<file path="config.mk">
export PLATFORM = sky130hd
export DESIGN_NAME = step_sequencer
export DESIGN_NICKNAME = d
export VERILOG_FILES = /design/src/rtl/step_sequencer.sv
export SDC_FILE = /design/constraint.sdc
export NUM_CORES = 1
export LEC_CHECK = 0
export CAP_MARGIN = 30
export CORE_MARGIN = 3
export CORE_UTILIZATION = 30
export CTS_CLUSTER_DIAMETER = 120
export DETAILED_ROUTE_END_ITERATION = 10
export GPL_TIMING_DRIVEN = 0
export REMOVE_ABC_BUFFERS = 1
export SYNTH_ARGS = -nofsm -noshare
export SYNTH_HDL_FRONTEND = slang
export SYNTH_SLANG_ARGS = --single-unit
</file>
<file path="constraint.sdc">
create_clock -name clk -period 2.72 [get_ports clk]
set_input_delay 0.272 -clock clk [delete_from_list [all_inputs] [get_ports clk]]
set_output_delay 0.272 -clock clk [all_outputs]
set_load 0.1 [all_outputs]
</file>
<file path="src/rtl/step_sequencer.sv">
// Tempo-driven step sequencer: turns edges of the tempo square wave into note-on/off
// events read from a programmable step memory, buffered in a 2-entry event FIFO.
module step_sequencer #(
    parameter int unsigned STEPS  = 16,
    parameter int unsigned NOTE_W = 7,
    localparam int unsigned AW    = $clog2(STEPS)
) (
    input  logic              clk,
    input  logic              rst,
    input  logic              tempo_clk,
    input  logic              run,
    input  logic              wr_en,
    input  logic [AW-1:0]     wr_addr,
    input  logic [NOTE_W-1:0] wr_note,
    input  logic              wr_gate,
    output logic              ev_valid,
    input  logic              ev_ready,
    output logic              ev_on,
    output logic [NOTE_W-1:0] ev_note,
    output logic [AW-1:0]     next_step,
    output logic              overrun
);

    typedef enum logic {StIdle, StPlay} state_e;

    state_e state_q, state_d;

    logic              tempo_q;
    logic              rise, fall;
    logic [STEPS-1:0]  mem_gate_q;
    logic [NOTE_W-1:0] mem_note_q [STEPS];
    logic [AW-1:0]     step_q, step_d;
    logic              sounding_q, sounding_d;
    logic [NOTE_W-1:0] snd_note_q, snd_note_d;

    logic              push, push_on;
    logic [NOTE_W-1:0] push_note;

    logic [1:0]        fifo_on_q;
    logic [NOTE_W-1:0] fifo_note_q [2];
    logic              rd_ptr_q, wr_ptr_q;
    logic [1:0]        count_q;
    logic              overrun_q;
    logic              full, pop, push_ok;

    assign rise = tempo_clk & ~tempo_q;
    assign fall = ~tempo_clk & tempo_q;

    always_ff @(posedge clk) begin
        if (rst) begin
            state_q <= StIdle;
        end else begin
            state_q <= state_d;
        end
    end

    always_comb begin
        state_d = state_q;
        unique case (state_q)
            StIdle: if (run)  state_d = StPlay;
            StPlay: if (!run) state_d = StIdle;
        endcase
    end

    // Dropping run outranks any same-cycle edge; edges in the IDLE->PLAY cycle are ignored.
    always_comb begin
        push       = 1'b0;
        push_on    = 1'b0;
        push_note  = snd_note_q;
        step_d     = step_q;
        sounding_d = sounding_q;
        snd_note_d = snd_note_q;
        if (state_q == StPlay) begin
            if (!run) begin
                push       = sounding_q;
                sounding_d = 1'b0;
                step_d     = '0;
            end else if (rise) begin
                if (mem_gate_q[step_q]) begin
                    push       = 1'b1;
                    push_on    = 1'b1;
                    push_note  = mem_note_q[step_q];
                    sounding_d = 1'b1;
                    snd_note_d = mem_note_q[step_q];
                end
                step_d = step_q + AW'(1);
            end else if (fall) begin
                push       = sounding_q;
                sounding_d = 1'b0;
            end
        end
    end

    always_ff @(posedge clk) begin
        if (rst) begin
            tempo_q    <= 1'b0;
            step_q     <= '0;
            sounding_q <= 1'b0;
            snd_note_q <= '0;
            mem_gate_q <= '0;
            for (int i = 0; i < int'(STEPS); i++) begin
                mem_note_q[i] <= '0;
            end
        end else begin
            tempo_q    <= tempo_clk;
            step_q     <= step_d;
            sounding_q <= sounding_d;
            snd_note_q <= snd_note_d;
            if (wr_en) begin
                mem_gate_q[wr_addr] <= wr_gate;
                mem_note_q[wr_addr] <= wr_note;
            end
        end
    end

    assign full    = (count_q == 2'd2);
    assign pop     = ev_valid & ev_ready;
    assign push_ok = push & (~full | pop);

    // When full with a pop, the write lands in the slot the head is vacating.
    always_ff @(posedge clk) begin
        if (rst) begin
            fifo_on_q      <= '0;
            fifo_note_q[0] <= '0;
            fifo_note_q[1] <= '0;
            rd_ptr_q       <= 1'b0;
            wr_ptr_q       <= 1'b0;
            count_q        <= '0;
            overrun_q      <= 1'b0;
        end else begin
            if (push_ok) begin
                fifo_on_q[wr_ptr_q]   <= push_on;
                fifo_note_q[wr_ptr_q] <= push_note;
                wr_ptr_q              <= ~wr_ptr_q;
            end
            if (pop) begin
                rd_ptr_q <= ~rd_ptr_q;
            end
            case ({push_ok, pop})
                2'b10:   count_q <= count_q + 2'd1;
                2'b01:   count_q <= count_q - 2'd1;
                default: count_q <= count_q;
            endcase
            if (push && !push_ok) begin
                overrun_q <= 1'b1;
            end
        end
    end

    assign ev_valid  = (count_q != 2'd0);
    assign ev_on     = fifo_on_q[rd_ptr_q];
    assign ev_note   = fifo_note_q[rd_ptr_q];
    assign next_step = step_q;
    assign overrun   = overrun_q;

endmodule

</file>
==> flow_summary.yaml, run 1 <==
floorplan:
  initial_utilization: 0.311
  io_pins: 32
  rows: 57
  coreArea_mm2: 0.0247
  chipWidth_um: 166
  die_y_um: 166
  die_area_mm2: 0.0276
cells_and_area:
  syn_to_final_growth_pct: 15.6
  stdcell_area_mm2: 0.00890
  seq_area_mm2: 0.00463
  multi_input_area_mm2: 0.00286
  final_nets: 641
  n_antenna_cell: 0
  fillCellCount: 2337
  drive_gt1_frac: 0.156
setup_path:
  worstSetupEndpointType: "output port"
  critPathSlowestCell: "clkdlybuf4s50_1"
  crit_family: "buffers and inverters"
  cp.depth: 2
  crit_chain: "mux2_2, clkdlybuf4s50_1"
  criticalPathCategory: "reg -> out"
  ff2ff_path_depth: 8
  reg2reg_from: "state_q"
  required_ps: 2450
  cp_slowest_stage_delay_ps: 1150
  cp.buffers_inverters: 1
  critPathLaunchType: "flop"
  worstPathMaxFanout: 7
  crit_arrival_ps: 2300
sta:
  final.setup.worst_slack_ps: 144
  timing.max_slew.rel_slack: 0.326
  fin_setup_tns_ps: 0
  finalMaxSlewViolations: 0
  fmax_mhz: 388
  period_minus_slack_ps: 2580
  tightest_slew_ps: 1010
  finClkSkew_ps: 11.0
  period_share: 0.947
  setup_viol: 0
  hold_viol: 0
  fin_hold_ws_ps: 420
  rsz0062_at_grt: "no"
route:
  wl_per_cell_um: 18.0
  vias: 4582
  drtPass1Iterations: 5
  initialDrtViolationCount: 372
  drt.antenna.violating_nets: 0
  drc: 0
  routed_wl_um: 17300
  viasPerCell: 4.78
placed_design:
  place_hpwl_um: 11300
  dp_worst_setup_slack_ps: -765
  io_buffers: 31
  gp_congestion: 0.831
  dpl_cell_area_mm2: 0.00829
flow_run:
  cap_violations: 0
yosys:
  yosysTopAreaCellShare: 0.492
  synth_area_mm2: 0.00770
  syn_inst: 599
  synth_area_leaders: "edfxtp_1, dfxtp_1, and2_1, mux4_2, nand2_1"
  yosysSeqAreaShare: 0.601
  synth_seq_cells: 168
  yosysMostFrequentCell: "edfxtp_1"
  synth_area_leader_cell: "edfxtp_1"
  ys_types: 53
  synthArstFlopShare: 0
  synth_edf_count: 126
  synth_top_flop_cell: "edfxtp_1"
  postSynthAreaPerCell_um2: 12.8
  synthTopCellsByCount: "edfxtp_1, and2_1, dfxtp_1, nand2_1, nor2_1"
  yosysWarnings: 0
cts:
  cts_hold_buf: 0
  clk_pin_slew_ps: 70
  cts_sinks: 168
  cts_buffer_depth: 2
  htreeDepth: 4
  cts_buffers: 17
  cts_tree: "built"
  clock_latency_ps: 430
  cts-root-buf: "clkbuf_16"
grt:
  grt_max_degree: 46
  grt_first_pass_wirelength_um: 27200
  track_usage: 0.129
  grt_pass1_vias: 4654
  grt-ovfl-total: 0
  antenna_found_initial: 0
worst_hold_path:
  holdPathStages: 2
  min_path_type: "in -> reg"
  hp-start: "rst"
power_and_ir_drop:
  ir_worst_vdd_mv: 0.437
  p_leak_nw: 2.98
  power_density_mw_per_mm2: 628
status:
  status: "completed"
-- layout make-up --
type | count | area share
multi-input combinational | 380 | 0.322
clock inverter | 14 | 0.0167
sequential | 168 | 0.521
tap | 324 | 0.0456
clock buffer | 18 | 0.0482
inverter | 19 | 0.00802
timing repair buffer | 35 | 0.0392
-- worst reg2reg max path: stages, from the launching register on --
cell and delay [ps]:
dfxtp_1 430, nand2_1 130, or2_1 330, nor3_4 400
nor3_2 130, or2_1 240, ha_1 310, or3_1 350
a21oi_1 140
-- layer usage --
layer	vias to the layer above	wire, µm	global-route usage
met5	-	0	0
met4	0	549	0.0575
met3	29	456	0.0226
met2	87	8780	0.220
met1	2245	7480	0.160
li1	2221	-	-
-- worst paths after layout --
kind                 to  slack (ps)
min            rd_ptr_q         420
max reg2reg  count_q[1]         180
min reg2reg     overrun         450
max          ev_note[1]         140
-- cells in the final DEF (no fill, tap or decap), drive strengths merged, types with 5 or more instances in the layout --
| cell | count |
|---|---|
| clkbuf | 18 |
| edfxtp | 126 |
| a211oi | 7 |
| nor2 | 30 |
| nand2b | 7 |
| o21ai | 27 |
| mux2i | 5 |
| and2 | 116 |
| nor2b | 11 |
| nand3 | 10 |
| clkdlybuf4s50 | 30 |
| a21oi | 21 |
| mux4 | 28 |
| inv | 23 |
| nand2 | 35 |
| a21o | 12 |
| clkinv | 6 |
| nor3 | 10 |
| dfxtp | 42 |
| a22oi | 15 |
| buf | 5 |
| mux2 | 11 |
| or2 | 5 |
-- repair_timing --
item / in CTS / in global routing
pin swaps: 1 / 0
resized for setup: 4 / 2
cloned: 0 / 0
setup endpoints to repair: 24 / 1
setup buffers: 1 / 0
-- sequential cells by signal (all words and copies together), names as in the netlist, 2 cells and up, named ones only --
register     cells
snd_note_q       7
fifo_on_q        2
next_step        4
mem_gate_q      16
mem_note_q     112
count_q          2
fifo_note_q     14
-- where the power goes --
part	switching, mW	total [mW]	internal (mW)
Sequential	0.0341	2.90	2.86
Combinational	0.204	0.314	0.110
Clock	1.01	2.37	1.36
Total	1.25	5.59	4.33
-- stage by stage --
stage	utilization	cells	power, mW
6_report	0.359	958	5.59
5_1_grt	0.359	958	5.75
4_1_cts	0.359	958	5.62
3_5_place_dp	0.335	925	3.27
3_3_place_gp	0.333	922	3.27
2_1_floorplan	-	567	3.12
-- kinds of logic after synthesis --
family	synth area share
DFF	0.601
adders and majority gates	0.00325
AOI/OAI and AO/OA	0.0896
muxes	0.105
and+or+nand+nor	0.168
buffers and inverters	0.0301
xor gates and xnor gates	0.00341
No activity file was read; power rests on OpenSTA's default activity.
==> inputs of run 2 (changes only) <==
CORE_UTILIZATION = 60   (was 30)
PLACE_DENSITY = 0.79   (was unset)
SLEW_MARGIN = 20   (was unset)
==> flow_summary.yaml, run 2 (same netlist as run 1, synthesis figures left out) <==
status:
  status: "completed"
sta:
  hold_viol: 0
  fmax_mhz: 381
  period_minus_slack_ps: 2620
  fin_setup_tns_ps: 0
  setup_viol: 0
  period_share: 0.965
  timing.max_slew.rel_slack: 0.330
  finClkSkew_ps: 7.47
  finalMaxSlewViolations: 0
  tightest_slew_ps: 1000
setup_path:
  ff2ff_path_depth: 9
  crit_chain: "mux2i_1, a22o_1, nor3_4, buf_6, nor3_4, or2_1, ha_1, or3_1, a21oi_1"
  critPathSlowestCell: "dfxtp_4"
  crit_arrival_ps: 2980
  required_ps: 3070
  reg2reg_slack_ps: 100
  worstPathMaxFanout: 13
  critPathLaunchType: "flop"
  reg2reg_from: "next_step[0]"
  criticalPathCategory: "reg -> reg"
  crit_family: "simple AND/OR/NAND/NOR gates"
  r2r-end: "count_q[1]"
  cp.buffers_inverters: 1
  cpMostUsedCell: "nor3_4"
  cp_slowest_stage_delay_ps: 480
  worstSetupEndpointType: "flop"
power_and_ir_drop:
  ir_worst_vdd_mv: 0.692
  p_int_mw: 4.69
  combPwrFrac: 0.053
  swShare: 0.205
  pwr-share-clk: 0.455
  switchingPower_mw: 1.21
  power_density_mw_per_mm2: 668
  pwr-share-seq: 0.492
  p_leak_nw: 3.05
cells_and_area:
  largest_register: "mem_note_q"
  largest_register_ffs: 112
  final_nets: 644
  final_common_cell: "edfxtp_1"
  fillCellCount: 788
  post-route-util: 0.721
  top_regs: "mem_note_q x112, mem_gate_q x16, fifo_note_q x14"
  syn_to_final_growth_pct: 14.8
  drive_gt1_frac: 0.165
  fin_cells: 805
  n_antenna_cell: 0
  mostFrequentLayoutCells: "edfxtp_1, and2_1, dfxtp_1"
floorplan:
  coreArea_mm2: 0.0123
  die_area_mm2: 0.0142
  io_pins: 32
  rows: 40
  chipWidth_um: 119
  initial_utilization: 0.628
  die_y_um: 119
placed_design:
  place_hpwl_um: 11300
  gp_congestion: 0.833
  placed_cells: 768
  io_buffers: 31
cts:
  cts-root-buf: "clkbuf_16"
  cts_tree: "built"
  cts_sinks: 168
  clock_latency_ps: 430
  cts_buffer_depth: 2
  htreeDepth: 4
  cts_hold_buf: 0
  clk_pin_slew_ps: 60
  cts_buffers: 17
worst_hold_path:
  holdPathStages: 2
  hold_end: "count_q[0]"
  hp-start: "rst"
  min_path_type: "in -> reg"
route:
  viasPerCell: 6.15
  vias: 4953
  drt.antenna.violating_nets: 0
  wl_per_cell_um: 21.7
  initialDrtViolationCount: 577
  drc: 0
  drtPass1Iterations: 7
  routed_wl_um: 17500
grt:
  grt_pass1_vias: 4931
  grt_first_pass_wirelength_um: 27400
  track_usage: 0.259
  grt-ovfl-total: 0
  grt_max_degree: 46
  antenna_found_initial: 0
flow_run:
  cap_violations: 0
==> run 2: routing by layer <==
| layer | track usage | share of wire | wire (µm) |
|---|---|---|---|
| met4 | 0.101 | 0.026 | 460 |
| met3 | 0.0575 | 0.078 | 1360 |
| met5 | 0 | 0 | 0 |
| met2 | 0.413 | 0.50 | 8700 |
| met1 | 0.348 | 0.40 | 6940 |
==> run 2: cell type report <==
type / count / area [µm²] / share of cell area
Clock inverter: 14 / 229 / 0.0259
Multi-Input combinational cell: 380 / 2870 / 0.325
Timing Repair Buffer: 38 / 394 / 0.0446
Inverter: 19 / 71.3 / 0.00807
Sequential cell: 168 / 4630 / 0.524
Clock buffer: 18 / 429 / 0.0486
Tap cell: 168 / 210 / 0.0238
==> run 2: through the flow <==
stage	worst slack, ps	hold WS [ps]	cell area, µm²	power [mW]
2_1_floorplan	-1130	338	7540	3.12
3_3_place_gp	-1050	432	8060	3.25
3_5_place_dp	-718	446	8090	3.27
4_1_cts	55.7	421	8810	5.90
5_1_grt	-4.07	475	8840	6.06
6_report	95.2	438	8840	5.90
==> run 2: repair_timing <==
action,CTS,global route
gates resized for setup,6,2
pin swaps,2,1
cloned,0,0
endpoints found under the setup margin,25,1
buffers inserted,3,2
==> run 2: power by group through the flow <==
stage                     Sequential, mW  Combinational [mW]  Clock (mW)
after floorplan                     2.95               0.172           0
after global placement              2.95               0.298           0
after detailed placement            2.96               0.308           0
after CTS                           2.90               0.312        2.68
after global routing                2.91               0.333        2.82
final                               2.90               0.315        2.68
==> run 2: worst max-delay path by stage <==
stage / from / to / slack [ps] / depth (start not counted)
floorplan: next_step[0] / count_q[1] / -1130 / 8
global placement: next_step[0] / count_q[1] / -1050 / 8
detailed placement: next_step[0] / count_q[1] / -720 / 8
CTS: state_q / count_q[1] / 60 / 9
global route: state_q / count_q[1] / -4 / 9
finish: next_step[0] / count_q[1] / 100 / 9
